<file path="src/rtl/vx_commit_timeit.sv">
// vx_commit_timeit: merges the per-unit commit fires into one registered
// valid/commit_size pair for the CSR unit, and runs the timeit window FSM.
// The FSM opens a window when a warp commits the start PC, counts cycles,
// and closes it when that same warp commits the end PC.
module vx_commit_timeit #(
    parameter int NUM_UNITS   = 6,
    parameter int NUM_THREADS = 4,
    parameter int NW_BITS     = 2,
    parameter int CS_W        = $clog2(NUM_UNITS*NUM_THREADS+1)
) (
    input  logic                             clk,
    input  logic                             reset_n,
    input  logic [NUM_UNITS-1:0]             cmt_valid,
    input  logic [NUM_UNITS*NUM_THREADS-1:0] cmt_tmask,
    input  logic [NUM_UNITS*NW_BITS-1:0]     cmt_wid,
    input  logic [NUM_UNITS*32-1:0]          cmt_pc,
    input  logic                             timeit_enable,
    input  logic [31:0]                      timeit_start_addr,
    input  logic [31:0]                      timeit_end_addr,
    output logic                             valid,
    output logic [CS_W-1:0]                  commit_size,
    output logic [NW_BITS-1:0]               timeit_active,
    output logic                             timeit_busy,
    output logic [31:0]                      timeit_cycles,
    output logic                             timeit_done
);

    localparam logic [0:0] ST_IDLE = 1'b0;
    localparam logic [0:0] ST_RUN  = 1'b1;

    logic [0:0]         state;
    logic [CS_W-1:0]    size_sum;
    logic               start_hit;
    logic [NW_BITS-1:0] start_wid;
    logic               end_hit;

    // Thread count of this cycle's commits: popcount of each firing unit's mask.
    always_comb begin
        // NOTE: every always_comb output gets a default first so no path can leave it unassigned (no latch).
        size_sum = '0;
        for (int i = 0; i < NUM_UNITS; i++) begin
            if (cmt_valid[i]) begin
                for (int t = 0; t < NUM_THREADS; t++) begin
                    size_sum = size_sum + CS_W'(cmt_tmask[i*NUM_THREADS + t]);
                end
            end
        end
    end

    // Start/end matching; scanning from the top down leaves the lowest-index
    // start match as the winner.
    always_comb begin
        start_hit = 1'b0;
        start_wid = '0;
        end_hit   = 1'b0;
        for (int i = NUM_UNITS - 1; i >= 0; i--) begin
            if (cmt_valid[i] && timeit_enable &&
                cmt_pc[i*32 +: 32] == timeit_start_addr) begin
                start_hit = 1'b1;
                start_wid = cmt_wid[i*NW_BITS +: NW_BITS];
            end
            if (cmt_valid[i] && cmt_pc[i*32 +: 32] == timeit_end_addr &&
                cmt_wid[i*NW_BITS +: NW_BITS] == timeit_active) begin
                end_hit = 1'b1;
            end
        end
    end

    // Registered commit outputs and the IDLE/RUN timeit window FSM.
    always_ff @(posedge clk) begin
        if (!reset_n) begin
            valid         <= 1'b0;
            commit_size   <= '0;
            timeit_active <= '0;
            timeit_busy   <= 1'b0;
            timeit_cycles <= '0;
            timeit_done   <= 1'b0;
            state         <= ST_IDLE;
        end else begin
            // NOTE: non-blocking assignments so every register samples pre-edge values.
            valid       <= |cmt_valid;
            commit_size <= size_sum;
            timeit_done <= 1'b0;
            case (state)
                ST_IDLE: begin
                    // End matches are ignored while idle, even in the arming cycle.
                    if (start_hit) begin
                        timeit_active <= start_wid;
                        timeit_cycles <= '0;
                        timeit_busy   <= 1'b1;
                        state         <= ST_RUN;
                    end
                end
                ST_RUN: begin
                    // The count advances on the closing/aborting cycle as well.
                    if (timeit_cycles != 32'hFFFF_FFFF) begin
                        timeit_cycles <= timeit_cycles + 32'd1;
                    end
                    if (end_hit) begin
                        timeit_done <= 1'b1;
                        timeit_busy <= 1'b0;
                        state       <= ST_IDLE;
                    end else if (!timeit_enable) begin
                        timeit_busy <= 1'b0;
                        state       <= ST_IDLE;
                    end
                end
                default: state <= ST_IDLE;
            endcase
        end
    end

endmodule

</file>
<file path="config.mk">
export PLATFORM = sky130hd
export DESIGN_NAME = vx_commit_timeit
export DESIGN_NICKNAME = d
export VERILOG_FILES = /design/src/rtl/vx_commit_timeit.sv
export SDC_FILE = /design/constraint.sdc
export NUM_CORES = 1
export LEC_CHECK = 0
export BUFFER_PORTS_ARGS = -buffer_cell sky130_fd_sc_hd__buf_2
export CAP_MARGIN = 5
export CELL_PAD_IN_SITES_DETAIL_PLACEMENT = 1
export CELL_PAD_IN_SITES_GLOBAL_PLACEMENT = 1
export CORE_ASPECT_RATIO = 0.7
export CORE_UTILIZATION = 38
export DETAILED_ROUTE_END_ITERATION = 16
export PLACE_DENSITY_LB_ADDON = 0.1
export SETUP_SLACK_MARGIN = 0.5
export SYNTH_ARGS = -nofsm -noshare
export SYNTH_HDL_FRONTEND = slang
export SYNTH_SLANG_ARGS = --single-unit
</file>
<file path="constraint.sdc">
create_clock -name clk -period 18.55 [get_ports clk]
set_input_delay 1.855 -clock clk [delete_from_list [all_inputs] [get_ports clk]]
set_output_delay 1.855 -clock clk [all_outputs]
set_load 0.005 [all_outputs]
</file>
Word level (Yosys, flattened, before mapping)
Cells that the tools add are included.
Widths: inputs -> output; s select.
- output and inout bits: 42
- logic and storage cells: 119
- bits of input ports: 301
- bits in registers: 43
- add/sub/neg operators: 24
- equal/unequal tests: 22
- muxes and demuxes: 36
- reduce and logical (&&, ||, !) cells: 29
- bitwise gates (word level): 1
- operators with widths (cell ; count):
    $eq 32x32->1 ; 12
    $add 5x1->5 ; 20
    $mux 32 ; 2
    $pmux 32 s2 ; 1
    $add 32x1->32 const B ; 1
    $ne 32x32->1 const B ; 1
    $mux 5 ; 5
    $logic_and 1x1->1 ; 24
    $mux 1 ; 19
    $eq 2x2->1 ; 6
    $mux 2 ; 6
    $reduce_and 2->1 ; 4
    $reduce_or 6->1 ; 1
    $add 3x1->4 ; 1
    $mux 4 ; 1
    $pmux 1 s2 ; 2
    $add 2x1->3 ; 1
    $ne 3x2->1 const B ; 1
    $add 1x1->2 ; 1
    $ne 2x1->1 const B ; 1
    $ne 2x2->1 const B ; 1
    $not 1->1 ; 1

Depth between registers and ports, before layout
- word-level depth: 29
- mapped depth: 25
- gate-level depth less buffers: 25

Worst setup path before layout
OpenSTA, ideal clock, no wires.
- kind: input port to flip-flop
- start: input cmt_tmask[0]
- end: register commit_size[3]
- path buffers: 0
- setup time: 0.115 ns
- arrival time: 7.694 ns
- stages on the path: 25
- setup slack: 10.741 ns
- data required time: 18.435 ns
- cell sequence: fa_1 ha_1 nand2_1 inv_1 fa_1 inv_1 fa_1 fa_1 mux2i_1 inv_1 fa_1 nand2_1 o21ai_0 fa_1 mux2i_1 fa_1 mux2_2 ha_1 nor2b_1 o21ai_0 a21oi_1 xnor2_1 a21oi_1 xor2_1 and2_1
- cells in the longest elaborated chain, start to end: 29
- RTL lines (item ; line ; source):
    start: declaration ; 14 ; input logic [NUM_UNITS*NUM_THREADS-1:0] cmt_tmask,
    $add 1x1->2 (*) ; 44 ; size_sum = size_sum + CS_W'(cmt_tmask[i*NUM_THREADS + t]);
    $add 2x1->3 (*) ; 44 ;
    $add 3x1->4 (*) ; 44 ;
    $mux 4 (*) ; 42 ; if (cmt_valid[i]) begin
    $add 5x1->5 (4 in a row) ; 44 ;
    $mux 5 (*) ; 42 ;
    $add 5x1->5 (4 in a row) ; 44 ;
    $mux 5 (*) ; 42 ;
    $add 5x1->5 (4 in a row) ; 44 ;
    $mux 5 (*) ; 42 ;
    $add 5x1->5 (4 in a row) ; 44 ;
    $mux 5 (*) ; 42 ;
    $add 5x1->5 (4 in a row) ; 44 ;
    $mux 5 (*) ; 42 ;
    end signal: assignment ; 82 ; commit_size <= size_sum;
    end: declaration ; 21 ; output logic [CS_W-1:0] commit_size,
Every way passes the cells marked *; elsewhere a longest branch is shown, timed or not.
A chain may end at the register's enable or synchronous reset.

Worst setup path in the final report
Ends and elaborated chain as after synthesis.

==> flow_metrics.tcl <==
set metrics [dict create \
    status "completed" \
    combPwrFrac_pct 58.9 \
    irDropWorstVdd_v 0.0000377 \
    synth_top_family_by_area "XOR/XNOR gates" \
    async_reset_ff_share_pct 0 \
    synth_cell_type_count 64 \
    track_usage_pct 41.7 \
    wirelength_mm 48.7 \
    grt_max_degree 29 \
    critPathKind "in -> reg" \
    drtPass1Iterations 5 \
    vias_per_cell 6.10 \
    yosysSeqAreaShare_pct 10.1 \
    clk_pin_slew_ns 0.06 \
    worstReg2RegStart "timeit_cycles[6]" \
    cts_made_buffers 5 \
    p_switching_w 0.000214 \
    fmax_mhz 124 \
    fp.dieW_um 181 \
    skew_ns 0.00427 \
    cts_hold_buffers 0 \
    post_cts_resized 0 \
    io_buffers 342 \
    antenna_found_initial 4 \
    hold_viol_final 0 \
    seq_area_um2 861 \
    fin_crit_ns 8.09 \
    grt_overflow 0 \
    worst_ep_required_time_ns 18.74 \
    setup_tns_ns 0 \
    intPower_w 0.000280 \
    die_area_mm2 0.0231 \
    yosys.area_share.simple_pct 27.0 \
    htreeDepth 2 \
    layout_commonest_cell "buf_2" \
    maxCapViolCount 0 \
    nets 1693 \
    synth_top_flop_cell "dfxtp_1" \
    critPathLaunchType "input port" \
    synth-adder-area-share_pct 4.92 \
    drive_gt1_share_pct 27.1 \
    drc_errors 0 \
    cts-root-buf "clkbuf_16" \
    slew_headroom_pct 43.5 \
    multiInputGateArea_mm2 0.00717 \
    antenna_left 0 \
    arrival_ns 8.28 \
    dp_hpwl_mm 39.6 \
    p_seq_share_pct 19.7 \
    fin_crit_sh_pct 43.6 \
    nFillCells 2777 \
    wire_per_inst_um 29.5 \
    cp_max_fo 3 \
    drt-initial-drc-count 978 \
    slew_viol_final 0 \
    synthXorXnorAreaFrac_pct 41.8 \
    synthToLayoutAreaGrowth_pct 21.6 \
    rsz0062_at_grt "no" \
    gp_congestion 1.01 \
    worstHoldStart "timeit_cycles[21]" \
    syn_inst 1100 \
    vias 10100 \
    postCtsSetupBuffers 0 \
    startpoint "cmt_tmask[0]" \
    syn_area_mm2 0.00855 \
    tightestPinTransition_ns 0.841 \
    worstSkewPairLatency_ns 0.29 \
    cts_tree "built" \
    die-height_um 128 \
    floorplan.rows 45 \
    holdCritPathClass "reg -> reg" \
    start_util_pct 39.1 \
    io_pins 343 \
    yosys_warnings 0 \
    layout_common_cells "342 x buf_2, 257 x xnor2_1, 146 x xor2_1" \
    clock-sinks 43 \
    power_density_mw_per_mm2 47.5 \
    core_mm2 0.0218 \
    synth.avg_cell_area_um2 7.77 \
    total_leakage_power_nw 4.10 \
    clock_path_buffers 2 \
    end_kind "register" \
    synth-compound-area-share_pct 7.14 \
    clkPwrFrac_pct 21.4 \
    syn_nets 1425 \
    muxShareOfSynthArea_pct 2.97 \
    p_sw_share_pct 43.3 \
    total_power_w 0.000494 \
    setup_viol 0 \
    grt_pass1_wl_mm 69.1 \
    synth_seq_cells 43 \
    grt_pass1_vias 10200 \
    synth_edf_count 0 \
]
## cells in the mapped netlist (22+ instances only)
cell type | count | share of area, %
nor2_1 | 32 | 1.4
nand2_1 | 76 | 3.3
nand2b_1 | 33 | 2.4
nand4_1 | 91 | 6.7
xor2_1 | 146 | 15
inv_1 | 28 | 1.2
clkbuf_1 | 42 | 1.8
nor4_1 | 70 | 5.1
xnor2_1 | 257 | 26
buf_2 | 30 | 1.8
mux2i_1 | 22 | 2.6
dfxtp_1 | 43 | 10
## stage by stage
stage          setup slack, ns  cell area, µm²  std cells  util (%)  hold slack, ns
6_report                 10.46           10400       1652      47.6           0.497
5_1_grt                  10.01           10400       1651      47.6           0.518
4_1_cts                  10.46           10400       1651      47.6           0.500
3_5_place_dp             10.12           10200       1643      46.8           0.485
3_3_place_gp             10.38           10200       1643      46.8           0.468
2_1_floorplan            10.74            8550       1100         -           0.463
## cell families after synthesis
group,after synthesis
AOI/OAI and AO/OA,85
muxes,25
xor gates and xnor gates,406
adders and majority gates,24
and+or+nand+nor,406
DFF,43
buffers and inverters,111
## power by group through the flow
stage               Clock (W)  Combinational, W  Sequential [W]
floorplan                   0          0.000171       0.0000999
global placement            0          0.000275       0.0000991
detailed placement          0          0.000283       0.0000991
CTS                  0.000107          0.000285       0.0000970
global route         0.000110          0.000311       0.0000975
finish               0.000106          0.000291       0.0000971
## path summary, 6_finish.rpt
kind | end | slack (ns) | depth (start not counted)
min reg2reg | timeit_cycles[21] | 0.50 | 2
max reg2reg | timeit_cycles[12] | 15.26 | 8
max | commit_size[3] | 10.46 | 26
min | timeit_cycles[21] | 0.50 | 2
## sequential cells by signal (all words and copies together), names as in the netlist
| register | count |
|---|---|
| commit_size | 5 |
| valid | 1 |
| timeit_busy | 1 |
| state | 1 |
| timeit_active | 2 |
| timeit_cycles | 32 |
| timeit_done | 1 |
## area by class of cell
cell class | count | share of cell area (%)
antenna | 1 | 0.0241
multi-input combinational | 946 | 69.0
tap | 282 | 3.39
clock inverter | 2 | 0.337
timing repair buffer | 344 | 16.6
clock buffer | 6 | 1.34
sequential | 43 | 8.28
inverter | 28 | 1.01
## layer usage
layer | wire [µm] | vias up | track usage, % | part of all wire, %
met5 | 40 | - | 0 | 0.082
met4 | 2340 | 6 | 17.2 | 4.8
met3 | 5790 | 137 | 10.2 | 12
met2 | 19800 | 714 | 63.4 | 41
met1 | 20700 | 4864 | 56.2 | 43
li1 | - | 4356 | - | -
## worst max-delay path, cell delays in order
cell	delay [ns]
buf_2	0.11
fa_1	0.53
ha_1	0.22
nand2_1	0.08
inv_1	0.06
fa_1	0.47
inv_1	0.05
fa_1	0.43
fa_1	0.45
mux2i_1	0.26
inv_1	0.11
fa_1	0.54
nand2_1	0.05
o21ai_0	0.19
fa_1	0.47
mux2i_1	0.31
fa_1	0.44
mux2_2	0.32
ha_1	0.29
nor2b_1	0.13
o21ai_0	0.24
a21oi_1	0.10
xnor2_1	0.17
a21oi_1	0.11
xor2_1	0.17
and2_1	0.16
No activity file was read; power rests on OpenSTA's default activity.
